<file path="src/rtl/wash_pkg.sv">
// rtl/wash_pkg.sv - wash sequencer states, phase indices, program field map and phase-kind table
package wash_pkg;

    localparam int PROG_BITS  = 26;
    localparam int SUM_W      = 7;
    localparam int NUM_PHASES = 8;

    typedef enum logic [2:0] {
        ST_IDLE  = 3'd0,
        ST_RUN   = 3'd1,
        ST_PAUSE = 3'd2,
        ST_DONE  = 3'd3,
        ST_ERROR = 3'd4
    } state_e;

    typedef enum logic [2:0] {
        PH_W_FILL  = 3'd0,
        PH_W_AGIT  = 3'd1,
        PH_R_DRAIN = 3'd2,
        PH_R_SPIN  = 3'd3,
        PH_R_FILL  = 3'd4,
        PH_R_AGIT  = 3'd5,
        PH_D_DRAIN = 3'd6,
        PH_D_SPIN  = 3'd7
    } phase_e;

    typedef enum logic [1:0] {
        K_FILL  = 2'd0,
        K_AGIT  = 2'd1,
        K_DRAIN = 2'd2,
        K_SPIN  = 2'd3
    } kind_e;

    // Program word, MSB first: wash fill/agitate, rinse drain/spin/fill/agitate, dry drain/spin
    localparam int W_FILL_MSB  = 25, W_FILL_LSB  = 23;
    localparam int W_AGIT_MSB  = 22, W_AGIT_LSB  = 19;
    localparam int R_DRAIN_MSB = 18, R_DRAIN_LSB = 16;
    localparam int R_SPIN_MSB  = 15, R_SPIN_LSB  = 13;
    localparam int R_FILL_MSB  = 12, R_FILL_LSB  = 10;
    localparam int R_AGIT_MSB  = 9,  R_AGIT_LSB  = 6;
    localparam int D_DRAIN_MSB = 5,  D_DRAIN_LSB = 3;
    localparam int D_SPIN_MSB  = 2,  D_SPIN_LSB  = 0;

    function automatic logic [3:0] phase_dur(input logic [PROG_BITS-1:0] p, input logic [2:0] idx);
        logic [3:0] d;
        d = 4'd0;
        case (phase_e'(idx))
            PH_W_FILL:  d = {1'b0, p[W_FILL_MSB:W_FILL_LSB]};
            PH_W_AGIT:  d = p[W_AGIT_MSB:W_AGIT_LSB];
            PH_R_DRAIN: d = {1'b0, p[R_DRAIN_MSB:R_DRAIN_LSB]};
            PH_R_SPIN:  d = {1'b0, p[R_SPIN_MSB:R_SPIN_LSB]};
            PH_R_FILL:  d = {1'b0, p[R_FILL_MSB:R_FILL_LSB]};
            PH_R_AGIT:  d = p[R_AGIT_MSB:R_AGIT_LSB];
            PH_D_DRAIN: d = {1'b0, p[D_DRAIN_MSB:D_DRAIN_LSB]};
            PH_D_SPIN:  d = {1'b0, p[D_SPIN_MSB:D_SPIN_LSB]};
            default:    d = 4'd0;
        endcase
        return d;
    endfunction

    function automatic kind_e phase_kind(input logic [2:0] idx);
        kind_e k;
        k = K_FILL;
        case (phase_e'(idx))
            PH_W_FILL, PH_R_FILL:   k = K_FILL;
            PH_W_AGIT, PH_R_AGIT:   k = K_AGIT;
            PH_R_DRAIN, PH_D_DRAIN: k = K_DRAIN;
            PH_R_SPIN, PH_D_SPIN:   k = K_SPIN;
            default:                k = K_FILL;
        endcase
        return k;
    endfunction

    function automatic logic [SUM_W-1:0] prog_sum(input logic [PROG_BITS-1:0] p);
        logic [SUM_W-1:0] s;
        s = '0;
        for (int i = 0; i < NUM_PHASES; i++) begin
            s = s + SUM_W'(phase_dur(p, 3'(i)));
        end
        return s;
    endfunction

endpackage

</file>
<file path="src/rtl/wash_run_sequencer_phase_decode.sv">
// rtl/wash_run_sequencer_phase_decode.sv - wash_phase_decode: state + phase to actuator enables
module wash_phase_decode
    import wash_pkg::*;
(
    input  state_e     i_state,
    input  logic [2:0] i_phase,
    output logic       o_valve_in,
    output logic       o_valve_out,
    output logic       o_motor,
    output logic       o_spin_hi
);

    always_comb begin
        o_valve_in  = 1'b0;
        o_valve_out = 1'b0;
        o_motor     = 1'b0;
        o_spin_hi   = 1'b0;
        // Actuators are live only while actually running; PAUSE/ERROR force everything off
        if (i_state == ST_RUN) begin
            case (phase_kind(i_phase))
                K_FILL:  o_valve_in = 1'b1;
                K_AGIT:  o_motor    = 1'b1;
                K_DRAIN: o_valve_out = 1'b1;
                K_SPIN: begin
                    o_valve_out = 1'b1;
                    o_motor     = 1'b1;
                    o_spin_hi   = 1'b1;
                end
                default: o_valve_in = 1'b0;
            endcase
        end
    end

endmodule

</file>
<file path="src/rtl/wash_run_sequencer.sv">
// rtl/wash_run_sequencer.sv - 8-phase timed wash program sequencer
// Optional done buzzer enabled by defining WASH_SEQ_BUZZER_EN.
module wash_run_sequencer
    import wash_pkg::*;
#(
    parameter int PROG_W   = 26,
    parameter int REMAIN_W = 7
`ifdef WASH_SEQ_BUZZER_EN
    ,
    parameter int BUZZ_TICKS = 3
`endif
) (
    input  logic                cp,
    input  logic                rst_n,
    input  logic                tick,
    input  logic                start,
    input  logic                pause,
    input  logic                water_err,
    input  logic                clr,
    input  logic [PROG_W-1:0]   prog,
    output logic [2:0]          phase,
    output logic [3:0]          phase_remain,
    output logic [REMAIN_W-1:0] total_remain,
    output logic                valve_in,
    output logic                valve_out,
    output logic                motor,
    output logic                spin_hi,
    output logic                busy,
    output logic                done,
    output logic                err,
    output logic                buzzer
);

    state_e              r_state, w_state_nxt;
    logic [PROG_W-1:0]   r_prog, w_prog_nxt;
    logic [2:0]          r_phase, w_phase_nxt;
    logic [2:0]          r_phase_o;
    logic [3:0]          r_prem, w_prem_nxt;
    logic [REMAIN_W-1:0] r_total, w_total_nxt;
    logic                r_vin, r_vout, r_motor, r_spin;

    logic                w_first_found, w_next_found;
    logic [2:0]          w_first_idx, w_next_idx;
    logic [3:0]          w_first_dur, w_next_dur;
    logic [REMAIN_W-1:0] w_first_total;
    logic                w_load, w_clear;
    logic                w_vin, w_vout, w_motor, w_spin;

    // Priority encoders: lowest nonzero phase of the incoming word, and of the latched word above r_phase
    always_comb begin
        w_first_found = 1'b0;
        w_first_idx   = 3'd0;
        w_next_found  = 1'b0;
        w_next_idx    = 3'd0;
        for (int j = NUM_PHASES - 1; j >= 0; j--) begin
            if (phase_dur(prog, 3'(j)) != 4'd0) begin
                w_first_found = 1'b1;
                w_first_idx   = 3'(j);
            end
            if ((3'(j) > r_phase) && (phase_dur(r_prog, 3'(j)) != 4'd0)) begin
                w_next_found = 1'b1;
                w_next_idx   = 3'(j);
            end
        end
    end

    assign w_first_dur   = phase_dur(prog, w_first_idx);
    assign w_next_dur    = phase_dur(r_prog, w_next_idx);
    assign w_first_total = REMAIN_W'(prog_sum(prog));

    always_comb begin
        w_state_nxt = r_state;
        w_prog_nxt  = r_prog;
        w_phase_nxt = r_phase;
        w_prem_nxt  = r_prem;
        w_total_nxt = r_total;
        w_load      = 1'b0;
        w_clear     = 1'b0;
        case (r_state)
            ST_IDLE: begin
                if (water_err)  w_state_nxt = ST_ERROR;
                else if (start) w_load = 1'b1;
            end
            ST_RUN: begin
                if (water_err) begin
                    w_state_nxt = ST_ERROR;
                end else if (pause) begin
                    w_state_nxt = ST_PAUSE;
                end else if (tick) begin
                    if (r_prem > 4'd1) begin
                        w_prem_nxt  = r_prem - 4'd1;
                        w_total_nxt = r_total - REMAIN_W'(1);
                    end else if (w_next_found) begin
                        w_phase_nxt = w_next_idx;
                        w_prem_nxt  = w_next_dur;
                        w_total_nxt = r_total - REMAIN_W'(1);
                    end else begin
                        w_state_nxt = ST_DONE;
                        w_phase_nxt = 3'd0;
                        w_prem_nxt  = 4'd0;
                        w_total_nxt = '0;
                    end
                end
            end
            ST_PAUSE: begin
                if (water_err)   w_state_nxt = ST_ERROR;
                else if (!pause) w_state_nxt = ST_RUN;
            end
            ST_DONE: begin
                if (clr)        w_clear = 1'b1;
                else if (start) w_load = 1'b1;
            end
            ST_ERROR: begin
                if (clr && !water_err) w_clear = 1'b1;
            end
            default: w_clear = 1'b1;
        endcase

        if (w_load) begin
            w_prog_nxt = prog;
            if (w_first_found) begin
                w_state_nxt = ST_RUN;
                w_phase_nxt = w_first_idx;
                w_prem_nxt  = w_first_dur;
                w_total_nxt = w_first_total;
            end else begin
                w_state_nxt = ST_DONE;
                w_phase_nxt = 3'd0;
                w_prem_nxt  = 4'd0;
                w_total_nxt = '0;
            end
        end
        if (w_clear) begin
            w_state_nxt = ST_IDLE;
            w_prog_nxt  = '0;
            w_phase_nxt = 3'd0;
            w_prem_nxt  = 4'd0;
            w_total_nxt = '0;
        end
    end

    // Decode from next-state so registered actuators line up with the registered phase
    wash_phase_decode u_decode (
        .i_state     (w_state_nxt),
        .i_phase     (w_phase_nxt),
        .o_valve_in  (w_vin),
        .o_valve_out (w_vout),
        .o_motor     (w_motor),
        .o_spin_hi   (w_spin)
    );

    always_ff @(posedge cp or negedge rst_n) begin
        if (!rst_n) begin
            r_state   <= ST_IDLE;
            r_prog    <= '0;
            r_phase   <= 3'd0;
            r_phase_o <= 3'd0;
            r_prem    <= 4'd0;
            r_total   <= '0;
            r_vin     <= 1'b0;
            r_vout    <= 1'b0;
            r_motor   <= 1'b0;
            r_spin    <= 1'b0;
        end else begin
            r_state   <= w_state_nxt;
            r_prog    <= w_prog_nxt;
            r_phase   <= w_phase_nxt;
            r_phase_o <= ((w_state_nxt == ST_RUN) || (w_state_nxt == ST_PAUSE)) ? w_phase_nxt : 3'd0;
            r_prem    <= w_prem_nxt;
            r_total   <= w_total_nxt;
            r_vin     <= w_vin;
            r_vout    <= w_vout;
            r_motor   <= w_motor;
            r_spin    <= w_spin;
        end
    end

`ifdef WASH_SEQ_BUZZER_EN
    localparam int BUZZ_W = $clog2(BUZZ_TICKS + 1);

    logic [BUZZ_W-1:0] r_buzz_cnt;
    logic              w_enter_done;

    assign w_enter_done = (w_state_nxt == ST_DONE) && (r_state != ST_DONE);

    always_ff @(posedge cp or negedge rst_n) begin
        if (!rst_n) begin
            r_buzz_cnt <= '0;
        end else if (w_enter_done) begin
            r_buzz_cnt <= BUZZ_W'(BUZZ_TICKS);
        end else if (clr || start) begin
            r_buzz_cnt <= '0;
        end else if (tick && (r_buzz_cnt != '0)) begin
            r_buzz_cnt <= r_buzz_cnt - BUZZ_W'(1);
        end
    end

    assign buzzer = (r_buzz_cnt != '0);
`else
    assign buzzer = 1'b0;
`endif

    assign phase        = r_phase_o;
    assign phase_remain = r_prem;
    assign total_remain = r_total;
    assign valve_in     = r_vin;
    assign valve_out    = r_vout;
    assign motor        = r_motor;
    assign spin_hi      = r_spin;
    assign busy         = (r_state == ST_RUN) || (r_state == ST_PAUSE);
    assign done         = (r_state == ST_DONE);
    assign err          = (r_state == ST_ERROR);

endmodule

</file>
<file path="config.mk">
export PLATFORM = sky130hd
export DESIGN_NAME = wash_run_sequencer
export DESIGN_NICKNAME = d
export VERILOG_FILES = /design/src/rtl/wash_pkg.sv /design/src/rtl/wash_run_sequencer_phase_decode.sv /design/src/rtl/wash_run_sequencer.sv
export SDC_FILE = /design/constraint.sdc
export NUM_CORES = 1
export LEC_CHECK = 0
export ABC_CLOCK_PERIOD_IN_PS = 2200
export BUFFER_PORTS_ARGS = -buffer_cell sky130_fd_sc_hd__buf_2
export CORE_UTILIZATION = 35
export DETAILED_ROUTE_END_ITERATION = 10
export GPL_TIMING_DRIVEN = 0
export PLACE_DENSITY_LB_ADDON = 0.12
export SYNTH_ARGS = -nofsm -noshare
export SYNTH_HDL_FRONTEND = slang
export SYNTH_SLANG_ARGS = --single-unit
export TNS_END_PERCENT = 20
</file>
<file path="constraint.sdc">
create_clock -name cp -period 2.2 [get_ports cp]
set_input_delay 0.11 -clock cp [delete_from_list [all_inputs] [get_ports cp]]
set_output_delay 0.11 -clock cp [all_outputs]
set_load 0.005 [all_outputs]
</file>
==> results.txt, run 1 <==
- Dominant combinational cell family by area after synthesis: compound AO/OA/AOI/OAI gates
- The first global-routing pass estimated 19000 um of wire.
* Area growth from synthesis to layout: 26.4%
- Dividing total power by cell area gives a power density of 1620 nW/um2.
* Final nets: 578
* Max stage delay cell, worst path: fa_2
- Placement row count: 37
- The die covers 11400 um2.
- Largest buffer count on any clock path: 2
- Compound-Gate Fraction of Synth Area: 0.249
- For this run, the leading register cell type out of synthesis is dfrtp_1.
- Summed over all cells, the static leakage comes to 0.00212 uW.
* Most area-hungry cell type in the Yosys netlist: dfrtp_1
- CTS tree: yes
* Largest net degree at the start of global routing: 48
* Net Count, Synth: 507
- The number of antenna violations at the first check in global routing came to 0.
- Via density per instance: 5.61
- Clock latency on the worst-skew pair, taken at its later pin, is 0.31 ns.
- Of the cells placed in the final design, the portion with a size suffix greater than 1 is 0.318.
* Endpoints failing hold: 0
- Based on the critical path, the design can be clocked at up to 0.312 GHz.
* Multiplexer share of the synthesized area: 0.0134
- Post-synthesis adder-cell area fraction: 0.145
- Number of antenna-violating nets in the routed design: 0
- Of the total synthesized cell area, the portion taken by XOR and XNOR cells is 0.0114.
* Worst path bufs/invs: 1
- Most numerous cell in the Yosys netlist: nand2_1
* Leading cell types by count after synthesis: nand2_1, dfrtp_1, a21oi_1
* Relative contribution of combinational cells to total power: 0.715
- RSZ-0062 raised after global routing: yes
- Critical path required time: 2.39 ns
* I/O Pins: 55
- The share of total power dissipated in the clock network is 0.098.
* Failing checks: negative setup slack
- Number of enable flip-flop cells after synthesis: 0
* PortBufs: 53
- For the pin with the worst max-slew slack, the measured transition is 1.09 ns.
* Vertical die dimension: 107 um
* Crit-path max FO: 2
- Once layout is complete, the utilization of the core stands at 0.464.
* Critical Path Max Stage Delay: 0.57 ns
- For this design, the CTS-stage hold fixing added 0 buffers.
- After detailed placement, the design holds a cell count of 630.
- Fraction of the cycle the final worst path needs: 1.46
* Max-capacitance violation count: 0
- Core region area: 10500 um2
* GRT Residual Overflow: 0
* Final setup violation count: 12
- Slew HR: 0.272
- At the end of routability-driven placement, the weighted congestion stood at 0.869.
- Die width: 107 um
- Shortest clock period the worst path allows after layout: 3.20 ns
- CP Data Arrival Time: 3.40 ns
- For this run, the register share of the synthesized area comes to 0.306.
- Master cell of the clock root buffer: clkbuf_8
- Synth unique cells: 76
- In this run the number of H-tree levels came out at 2.
* Simple-Gate Fraction of Synth Area: 0.218
* Clk slew on worst S/H paths: 0.09 ns
- Wires add up to 11700 um.
* Delay-heaviest family, CP: adder cells
- In this run the cell area measured after placement is 4290 um2.
* Vias in the first global route: 3641
* Skew final: 0.00947 ns
- Number of warnings issued by yosys: 0
* Total GRT Usage: 0.215
- Kind of end point of the critical path: flop
- The share of synthesized area in the top cell type comes to 0.306.
- The most critical setup path has its startpoint at prog[8].
- The run finished, with violations left.
* Hold Crit Class: in2async
* Share of flip-flops with an asynchronous set or reset: 1.00
* Switching Share: 0.474
* Diode count: 0
- In this run, synthesis produced a sequential element count of 47.
- Counting every sink on the clock net gives 47.
- Counting the buffers created by CTS gives 5.
- Timing analysis after detailed placement gives a worst setup slack of -1.44 ns.
- Synth top area cells: dfrtp_1, fa_1, nand2_1
- Gate count after technology mapping: 441
* Cells along the critical path: buf_8 -> fa_2 -> fa_2 -> fa_2 -> fa_2 -> ha_4 -> fa_2 -> a21oi_2 -> nor2_1 -> o21ai_1 -> o41ai_1 -> a22o_1
* Pre-Repair DR Iteration Count: 4
* Sequential Power Share: 0.187
- VDD IR-drop max: 0.567 mV
- A synthesized cell averages 8.70 um2.
- The internal power of the cells totals 4140 uW.
- In the final routed layout, each cell accounts on average for 18.0 um.
- The worst setup path is of the in2reg kind.
- Summing all non-filler instances in the final layout gives an area of 4850 um2.
* Net load switching power: 3730 uW
* Number of pins exceeding their max-slew limit in the final report: 0
- Excluding fillers, the count of instances in the completed layout stands at 649.
- Crit Reg-Reg Startpoint: r_state[2]
* Nature of the critical path startpoint: input pin
- Synth Cell Area: 3840 um2
* DRC violation count after routing: 0
- Detailed placement finished with a half-perimeter wire length of 9030 um.
* Effective utilization at floorplan: 0.367
* Via count: 3642
- Across all setup checks in the final design, the least slack found is -1.00 ns.
* Number of DRC violations after detailed-routing iteration 0: 215
- Top cell by count, worst path: fa_2
==> what timing repair did <==
item / CTS / global route
resized for setup: 49 / 51
buffers inserted: 8 / 3
pin swaps: 28 / 14
endpoints found under the setup margin: 43 / 38
endpoints found under the hold margin: 0 / 0
==> metrics by stage <==
stage               hold WS, ns  TNS [ns]  total power, uW
floorplan                -0.186     -5.35             4760
global placement          0.338    -13.10             5830
detailed placement        0.345    -14.24             5890
CTS                      0.0132     -5.56             7190
global route             0.0120     -6.28             8470
finish                 0.000300     -4.94             7870
==> cell type report <==
type	count	area, um2
Clock inverter	2	60.1
Inverter	32	120
Fill cell	1086	5610
Tap cell	136	170
Sequential cell	47	1180
Timing Repair Buffer	64	417
Clock buffer	6	72.6
Buffer	20	106
Multi-Input combinational cell	342	2730
==> sequential cells by signal, indices dropped and copies added, names as in the netlist <==
| register | cells |
|---|---|
| r_prog | 23 |
| total_remain | 7 |
| phase_remain | 4 |
| phase | 3 |
| r_phase | 3 |
| r_state | 3 |
| motor | 1 |
| spin_hi | 1 |
| valve_in | 1 |
| valve_out | 1 |
==> power groups by stage <==
stage               sequential, uW  combinational (uW)  clock [uW]
global placement              1430                4400           0
detailed placement            1440                4450           0
finish                        1470                5630         771
floorplan                     1360                3410           0
global route                  1510                6140         818
CTS                           1430                4980         779
==> cells in the final DEF (no fill, tap or decap), types with 4 or more instances in the layout <==
cell      Yosys  layout
clkbuf_8      0       5
fa_1         19       8
clkbuf_2      0       6
a31oi_1       7       6
inv_1        32      25
a21o_1        7       7
o21ai_1       4       6
nand3_1       5       5
o21ai_2       0       4
inv_2         0       7
nor2_1       21      20
dfrtp_1      47      45
a22o_1        7       7
fa_2          0      11
nor3_1       14      12
nand2_1      67      62
a21oi_1      44      40
o21ai_0      22      16
or3_1        10       8
nor2b_1       4       4
ha_1         14      12
nand2_2       2       7
a211o_1       4       4
buf_2         6      49
clkbuf_1      9       4
buf_4         1      14
buf_6         1       8
a211oi_2      0       4
==> cell families (layout without fill, tap and decap cells) <==
group / after synthesis / count (layout)
and+or+nand+nor: 158 / 158
AOI/OAI and AO/OA: 140 / 140
buffers and inverters: 52 / 124
DFF: 47 / 47
adders and majority gates: 33 / 33
xor gates and xnor gates: 5 / 5
muxes: 5 / 5
other: 1 / 1
==> routing by layer <==
metal / wire, um / vias up / GRT usage
met5: 0 / - / 0
met1: 5390 / 1779 / 0.299
met3: 585 / 14 / 0.0243
met4: 189 / 0 / 0.0577
met2: 5540 / 118 / 0.353
li1: - / 1731 / -
==> worst reg2reg max path, cell delays in order, from the launching register on <==
cell,delay (ns)
dfrtp_1,0.36
buf_2,0.17
nor2_1,0.10
or4b_1,0.44
buf_2,0.20
and4_1,0.22
buf_2,0.19
nor3_4,0.33
nand2_2,0.12
o21ai_1,0.16
a22o_1,0.14
==> worst paths after layout <==
path	endpoint	slack [ns]	depth (start not counted)
worst max-delay path	total_remain[6]	-1.00	12
max in group asynchronous	r_phase[2]	1.46	1
worst min-delay path	r_state[2]	0.0003	1
worst max register to register	total_remain[6]	-0.30	10
min in group cp	r_state[2]	0.02	2
worst min register to register	total_remain[6]	0.54	1
(Power assumes the default switching activity.)
==> inputs of run 2 (changes only) <==
--- a/config.mk
+++ b/config.mk
@@ -5,13 +5,15 @@
 export SDC_FILE = /design/constraint.sdc
 export NUM_CORES = 1
 export LEC_CHECK = 0
-export ABC_CLOCK_PERIOD_IN_PS = 2200
+export ABC_CLOCK_PERIOD_IN_PS = 3300
 export BUFFER_PORTS_ARGS = -buffer_cell sky130_fd_sc_hd__buf_2
 export CORE_UTILIZATION = 35
 export DETAILED_ROUTE_END_ITERATION = 10
 export GPL_TIMING_DRIVEN = 0
 export PLACE_DENSITY_LB_ADDON = 0.12
+export SLEW_MARGIN = 20
 export SYNTH_ARGS = -nofsm -noshare
 export SYNTH_HDL_FRONTEND = slang
+export SYNTH_HIERARCHICAL = 1
 export SYNTH_SLANG_ARGS = --single-unit
 export TNS_END_PERCENT = 20
==> constraint.sdc (replaced) <==
create_clock -name cp -period 3.3 [get_ports cp]
set_input_delay 0.165 -clock cp [delete_from_list [all_inputs] [get_ports cp]]
set_output_delay 0.165 -clock cp [all_outputs]
set_load 0.005 [all_outputs]
==> run 2 against run 1 <==
  * The run ends with design-rule violations left
  * Clock skew fell by 0.0023 ns
  * Clock power fell by 50%
  * Die area rose by 0.77%
  * Register-to-register slack improved by 0.65 ns
  * Sequential share of layout area rose by 1.7 points
  * Hold slack improved by 0.12 ns
  * Routed wire length rose by 0.61%
  * First-iteration DRC count rose by 24%
  * Synthesized area rose by 0.78%
  * Via count fell by 0.22%
  * Non-clock buffer count fell by 7
  * Critical endpoint unchanged
  * Largest power group unchanged
  * Highest routed layer unchanged
==> results.txt, run 2 <==
- Final core utilization: 0.420 (was 0.464)
- The master cell of the clock root buffer is clkbuf_8 (unchanged).
- Fraction of final layout cells sized beyond drive strength 1: 0.219 (was 0.318)
- Via count: 3634 (was 3642)
- Overall die area: 11500 um2 (was 11400 um2)
- Net Count, Synth: 508 (was 507)
* Fraction of post-synthesis cell area in the top cell type by area: 0.304 (was 0.306)
- The power density relative to cell area came to 1010 nW/um2 (was 1620 nW/um2).
- The number of antenna repair diodes came to 0 (unchanged).
- The wire length of the first global-routing pass is 19100 um (was 19000 um).
* Clk slew on worst S/H paths: 0.10 ns (was 0.09 ns)
* VDD IR-drop max: 0.310 mV (was 0.567 mV)
- Static timing analysis puts the maximum clock frequency at 0.304 GHz.
- The cell area after synthesis came to 3870 um2 (was 3840 um2).
* Largest net degree at the start of global routing: 29 (was 48)
* Number of antenna-violating nets in the routed design: 0 (unchanged)
* LEAKAGE: 0.00199 uW (was 0.00212 uW)
- Gpl congestion: 0.938 (was 0.869)
- The most flop-heavy register was r_prog (unchanged).
- Setup TNS Final: 0 ns (was -4.94 ns)
* Filler cell count in the final layout: 1138 (was 1086)
* Final setup violation count: 0 (was 12)
- GRT Residual Overflow: 0 (unchanged)
* Critical path required time: 3.48 ns (was 2.39 ns)
* Count of state elements after synthesis: 47 (unchanged)
- Detailed placement HPWL: 9540 um (was 9030 um)
- The worst reg2reg path endpoint is phase_remain[0] (was total_remain[6]).
* Max-capacitance violation count: 0 (unchanged)
- Hold Crit Class: in2reg (was in2async)
* Core region area: 10800 um2 (was 10500 um2)
* Path depth of the worst reg2reg path: 9 (was 10)
- Launch point of the worst path: prog[15] (was prog[8])
- Final wirelength: 11800 um (was 11700 um)
* Most area-hungry cell type in the Yosys netlist: dfrtp_1 (unchanged)
* Area growth from synthesis to layout: 17.1% (was 26.4%)
* Most numerous cell in the Yosys netlist: nand2_1 (unchanged)
- H-tree depth reported by CTS: 2 (unchanged)
- Dominant synthesized flop cell: dfrtp_1 (unchanged)
- Instance area after placement: 4340 um2 (was 4290 um2)
- The number of DRC markers after the initial detailed-route iteration is 267 (was 215).
* Failing checks: design-rule violations (was negative setup slack)
* I/O Pins: 55 (unchanged)
- Nature of the critical path startpoint: input pin (unchanged)
* Vias in the first global route: 3566 (was 3641)
* Clock network latency to the later pin of the worst-skew pair: 0.31 ns (about the same)
- Synth top area cells: dfrtp_1, fa_1, nand2_1 (unchanged)
- Kind of end point of the critical path: flop (unchanged)
* RSZ-0062 raised after global routing: yes (unchanged)
* Placement row count: 38 (was 37)
* Slew HR: 0.485 (was 0.272)
- The count of warnings emitted by yosys was 6 (was 0).
* Number of pins exceeding their max-slew limit in the final report: 0 (unchanged)
- Most used cells in the layout excluding fill and tap cells: nand2_1, buf_2, dfrtp_1, a21oi_1, inv_1 (unchanged)
- The capture point of the worst path is total_remain[6] (unchanged).
- Largest buffer count on any clock path: 2 (unchanged)
- Die width: 107 um (about the same)
* Setup slack, reg-to-reg: 0.35 ns (was -0.30 ns)
- Most common cell after layout, fill and taps aside: nand2_1 (unchanged)
- Vertical die dimension: 107 um (about the same)
* Routed length per placed instance: 18.2 um (was 18.0 um)
- CP Data Arrival Time: 3.46 ns (was 3.40 ns)
- Fraction of the cycle the final worst path needs: 0.996
- Number of enable flip-flop cells after synthesis: 0 (unchanged)
- The number of nets in the final layout was 573 (was 578).
- The worst-case hold slack came to 0.116 ns (was 0.000300 ns).
- Number of antenna violations at the first check in global routing: 0 (unchanged)
- PortBufs: 53 (unchanged)
- The post-synthesis instance total was 442 (was 441).
* Number of clock sinks: 47 (unchanged)
- The DRC violation count after routing was 2 (was 0).
- Crit-path max FO: 4 (was 2)
- Sequential element share of the synthesized area: 0.304 (was 0.306)
* Number of CTS-inserted buffers: 5 (unchanged)
- Actual slew at the worst max-slew pin: 0.764 ns (was 1.09 ns)
- Synthesized area per cell: 8.75 um2 (was 8.70 um2)
* Total GRT Usage: 0.217 (was 0.215)
* Shortest clock period the worst path allows after layout: 3.29 ns
- Leading cell types by count after synthesis: nand2_1, dfrtp_1, a21oi_1 (unchanged).
- Run status: complete, but fails checks (unchanged).
- The final number of hold-violating endpoints is 0 (unchanged).
* Crit Reg-Reg Startpoint: r_state[1] (was r_state[2])
- The count of TritonRoute iterations in the first routing pass is 7 (was 4).
* Share of flip-flops with an asynchronous set or reset: 1.00 (unchanged)
* Summed area of non-filler cells in the final layout: 4530 um2 (was 4850 um2)
* Total Power: 4560 uW (was 7870 uW)
- Effective utilization at floorplan: 0.358 (was 0.367)
* CTS tree: yes (unchanged)
- The flip-flop count of the largest register after layout was 23 (unchanged).
- The clock skew is 0.00721 ns (was 0.00947 ns).
* Via density per instance: 5.61 (about the same)
- The count of different cell masters after synthesis came to 82 (was 76).
- Crit path kind: in2reg (unchanged)
## run 2: changes by cell type after synthesis, sizes merged, moves of 4 or more
cell / previous run / this run
a211o: 4 / 0
a22o: 7 / 2
a31oi: 7 / 2
and2: 3 / 12
buf: 11 / 6
clkbuf: 9 / 13
mux2i: 4 / 10
nand4: 3 / 7
nor2: 21 / 25
o211ai: 4 / 8
o21ai: 26 / 20
or3: 10 / 5
## run 2: worst min path at each step
stage,startpoint,end,cells past startpoint,slack (ns)
3_3_place_gp,rst_n,total_remain[2],1,0.43
5_1_grt,prog[17],r_prog[17],3,0.12
3_5_place_dp,rst_n,total_remain[2],1,0.17
4_1_cts,prog[2],r_prog[2],3,0.11
2_1_floorplan,rst_n,motor,0,-0.13
6_report,prog[2],r_prog[2],3,0.12
## run 2: logic make-up (layout without fill, tap and decap cells)
group	Yosys count	in the layout	synth area share
mux	10	10	0.0259
xor+xnor	5	5	0.0113
flops	47	47	0.304
fa+ha+maj	33	33	0.144
other cells	1	1	0.000969
buf+inv	49	115	0.0537
simple gates	173	173	0.238
compound gates	124	124	0.223
## run 2: stage by stage
stage / setup slack [ns] / std cells
floorplan: -0.0623 / 442
global placement: -0.450 / 635
detailed placement: -0.434 / 636
CTS: -0.0452 / 648
global route: -0.0950 / 648
finish: 0.0142 / 648
## run 2: cell type report
class	instances	area (um2)	area share
inverter	30	113	0.0248
tap	140	175	0.0387
buffer	19	95.1	0.0210
timing repair buffer	58	352	0.0776
clock inverter	3	27.5	0.00607
sequential	47	1180	0.260
clock buffer	5	68.8	0.0152
multi-input combinational	346	2520	0.557
## run 2: timing repair
item,4_1_cts,5_1_grt
hold endpoints to repair,19,0
buffers inserted,3,0
pin swaps,11,9
endpoints found under the setup margin,3,3
hold buffers,1,0
resized for setup,14,5
## run 2: worst max-delay path, cell delays in order
cell      delay, ns
buf_2          0.14
fa_1           0.56
fa_1           0.46
fa_1           0.52
fa_1           0.42
ha_2           0.21
fa_2           0.38
a21oi_2        0.14
o21bai_2       0.10
a21oi_2        0.15
o31a_1         0.15
o32ai_2        0.06
## run 2: per-layer routing
metal,routed length (um),global-route usage,part of all wire
met3,590,0.0316,0.050
met4,148,0.0636,0.013
met2,5510,0.349,0.47
met5,0,0,0
met1,5520,0.303,0.47
## run 2: report_power, final
| group | switching, uW | internal (uW) | leakage, uW |
|---|---|---|---|
| Combinational | 1840 | 1300 | 0.00131 |
| Clock | 225 | 157 | 0.0000467 |
| Sequential | 240 | 806 | 0.000631 |
==> inputs of run 3 (changes only) <==
--- a/config.mk
+++ b/config.mk
@@ -7,6 +7,8 @@
 export LEC_CHECK = 0
 export ABC_CLOCK_PERIOD_IN_PS = 3300
 export BUFFER_PORTS_ARGS = -buffer_cell sky130_fd_sc_hd__buf_2
+export CELL_PAD_IN_SITES_DETAIL_PLACEMENT = 1
+export CELL_PAD_IN_SITES_GLOBAL_PLACEMENT = 2
 export CORE_UTILIZATION = 35
 export DETAILED_ROUTE_END_ITERATION = 10
 export GPL_TIMING_DRIVEN = 0
==> run 3 against run 2 <==
  * The flow now finishes without violations
  * Routed wire length up 5.3%
  * Sequential power about the same
  * Register-to-register slack worse by 0.04 ns
  * Total power up 1.9%
  * First-iteration DRC count down 33%
  * Die area unchanged
  * Fmax down 0.21%
  * Clock-buffer cell count unchanged
  * Final area up 0.14%
  * Critical endpoint unchanged
  * Largest power group unchanged
==> results.txt, run 3 (same netlist as run 2, synthesis figures left out) <==
- Actual slew at the worst max-slew pin: 0.779 ns (was 0.764 ns)
* Max stage delay cell, worst path: fa_1 (unchanged)
- The detailed-route via count was 3546 (was 3634).
- Final wirelength: 12400 um (was 11800 um)
* Delay-heaviest family, CP: adder cells (unchanged)
* DRC violation count after routing: 0 (was 2)
- Number of DRC violations after detailed-routing iteration 0: 178 (was 267)
- Nature of the critical path startpoint: input pin (unchanged)
- Number of antenna-violating nets in the routed design: 0 (unchanged)
- The area of the multi-input gates came to 2510 um2 (was 2520 um2).
- Number of clock sinks: 47 (unchanged)
- Final core utilization: 0.420 (about the same)
- The effective utilization at floorplan is 0.358 (unchanged).
* Largest buffer count on any clock path: 2 (unchanged)
* Crit-path max FO: 2 (was 4)
- The net load switching power came to 2330 uW (was 2300 uW).
* Die width: 107 um (unchanged)
* Final worst-path setup slack: 0.00739 ns (was 0.0142 ns)
* Skew final: 0.0154 ns (was 0.00721 ns)
- The cell type with the highest occurrence count on the critical path is fa_1 (unchanged).
- Area growth from synthesis to layout: 17.3% (was 17.1%)
* Detailed placement HPWL: 9990 um (was 9540 um)
* Critical path required time: 3.47 ns (was 3.48 ns)
- The clock-pin slew on the worst setup and hold paths came to 0.11 ns (was 0.10 ns).
- VDD IR-drop max: 0.380 mV (was 0.310 mV)
- The internal power came to 2320 uW (was 2260 uW).
* Number of CTS-inserted buffers: 5 (unchanged)
* Total GRT Usage: 0.231 (was 0.217)
* Max-capacitance violation count: 0 (unchanged)
- The wire length of the first global-routing pass was 20300 um (was 19100 um).
- The sequential share of power is 0.225 (was 0.229).
* CP Data Arrival Time: 3.46 ns (about the same)
* Shortest clock period the worst path allows after layout: 3.29 ns (about the same)
* Final nets: 571 (was 573)
* Kind of end point of the critical path: flop (unchanged)
- The share of the clock period used by the worst path is 0.998 (was 0.996).
- The number of antenna repair diodes came to 0 (unchanged).
- Final setup violation count: 0 (unchanged)
- The flip-flop count of the largest register after layout came to 23 (unchanged).
- Crit path kind: in2reg (unchanged)
* Slew HR: 0.475 (was 0.485)
- The via count of the first global-routing pass came to 3698 (was 3566).
- The share of total power in the clock network is 0.098 (was 0.084).
- Relative contribution of combinational cells to total power: 0.677 (was 0.687)
- The pin count of the biggest net entering global routing is 48 (was 29).
- The final instance area came to 4540 um2 (was 4530 um2).
- RSZ-0062 raised after global routing: yes (unchanged).
- The setup slack at placement came to -0.455 ns (was -0.434 ns).
* Most common cell after layout, fill and taps aside: nand2_1 (unchanged)
- The post-place instance area came to 4320 um2 (was 4340 um2).
* Cells along the critical path: buf_8 -> fa_1 -> fa_1 -> fa_1 -> fa_1 -> ha_2 -> fa_2 -> a21oi_2 -> o21bai_2 -> a21oi_2 -> o31a_1 -> o32ai_1 (was buf_2 -> fa_1 -> fa_1 -> fa_1 -> fa_1 -> ha_2 -> fa_2 -> a21oi_2 -> o21bai_2 -> a21oi_2 -> o31a_1 -> o32ai_2)
* Number of antenna violations at the first check in global routing: 0 (unchanged)
- LEAKAGE: 0.00199 uW (about the same)
* Fraction of final layout cells sized beyond drive strength 1: 0.215 (was 0.219)
- The overall die area was 11500 um2 (unchanged).
- The highest attainable clock frequency came to 0.304 GHz (about the same).
- The core area was 10800 um2 (unchanged).
- The number of cells in the design after placement was 635 (was 636).
* Routed length per placed instance: 19.2 um (was 18.2 um)
- The combined buffer and inverter count along the critical path came to 1 (unchanged).
- The final instance count without filler cells is 646 (was 648).
* Clock network latency to the later pin of the worst-skew pair: 0.30 ns (was 0.31 ns)
- Hold Crit Class: in2reg (unchanged)
- Most used cells in the layout excluding fill and tap cells: nand2_1, dfrtp_1, buf_2, a21oi_1, inv_1 (was nand2_1, buf_2, dfrtp_1, a21oi_1, inv_1)
- The number of pins exceeding their max-slew limit in the final report is 0 (unchanged).
- Top reg by flops: r_prog (unchanged)
- Pre-Repair DR Iteration Count: 4 (was 7)
* H-tree depth reported by CTS: 2 (unchanged)
- Master cell of the clock root buffer: clkbuf_8 (unchanged)
- PortBufs: 53 (unchanged)
- Filler cell count in the final layout: 1330 (was 1138)
- Run status: finished, final reports clean (was complete, but fails checks)
* Critical Path Max Stage Delay: 0.54 ns (was 0.56 ns)
- I/O Pins: 55 (unchanged)
- Vertical die dimension: 107 um (unchanged)
- The row count is 38 (unchanged).
* Gpl congestion: 0.872 (was 0.938)
- The sequential cell area was 1180 um2 (unchanged).
* Setup TNS Final: 0 ns (unchanged)
* GRT Residual Overflow: 0 (unchanged)
- Switching Share: 0.501 (was 0.505)
* Endpoints failing hold: 0 (unchanged)
- Via density per instance: 5.49 (was 5.61)
* Pwr dens: 1020 nW/um2 (was 1010 nW/um2)
- CTS tree: yes (unchanged)
[run 3: layout make-up]
type	count	share of cell area
buffer	19	0.0210
clock buffer	5	0.0152
clock inverter	3	0.0102
inverter	30	0.0248
multi-input combinational	346	0.554
sequential	47	0.259
tap	140	0.0386
timing repair buffer	56	0.0769
[run 3: stage by stage]
step | hold WS [ns] | total power (uW)
4_1_cts | 0.0957 | 4640
3_5_place_dp | 0.445 | 4140
6_report | 0.100 | 4650
5_1_grt | 0.102 | 5050
2_1_floorplan | -0.131 | 3240
3_3_place_gp | 0.421 | 4120
[run 3: final timing paths]
kind	slack, ns	cells after the start	endpoint	start
max reg2reg	0.31	9	phase_remain[0]	r_state[1]
min reg2reg	0.56	2	r_prog[2]	r_prog[2]
min in group asynchronous	0.41	2	total_remain[1]	rst_n
min	0.1	3	r_prog[14]	prog[14]
max	0.007	12	total_remain[6]	prog[5]
max in group asynchronous	2.44	2	r_prog[20]	rst_n
[run 3: worst min-delay path: stages]
cell and delay [ns]:
buf_6 0.11, nand2_1 0.05, a21oi_1 0.05
[run 3: power groups by stage]
stage / registers (uW) / logic [uW] / clock network, uW
floorplan: 978 / 2270 / 0
CTS: 1050 / 3130 / 463
global route: 1090 / 3480 / 482
detailed placement: 1060 / 3080 / 0
finish: 1050 / 3150 / 454
global placement: 1050 / 3070 / 0
[run 3: what timing repair did]
item | CTS | global route
hold endpoints to repair | 0 | 47
buffers inserted | 2 | 0
pin swaps | 16 | 1
setup endpoints to repair | 3 | 3
resized for setup | 23 | 3
hold buffers | 0 | 1
[run 3: layer usage]
| layer | vias to the layer above | part of all wire | global-route usage |
|---|---|---|---|
| met4 | 0 | 0.012 | 0.0470 |
| li1 | 1706 | - | - |
| met5 | - | 0 | 0 |
| met2 | 88 | 0.46 | 0.381 |
| met3 | 8 | 0.046 | 0.0347 |
| met1 | 1744 | 0.48 | 0.322 |
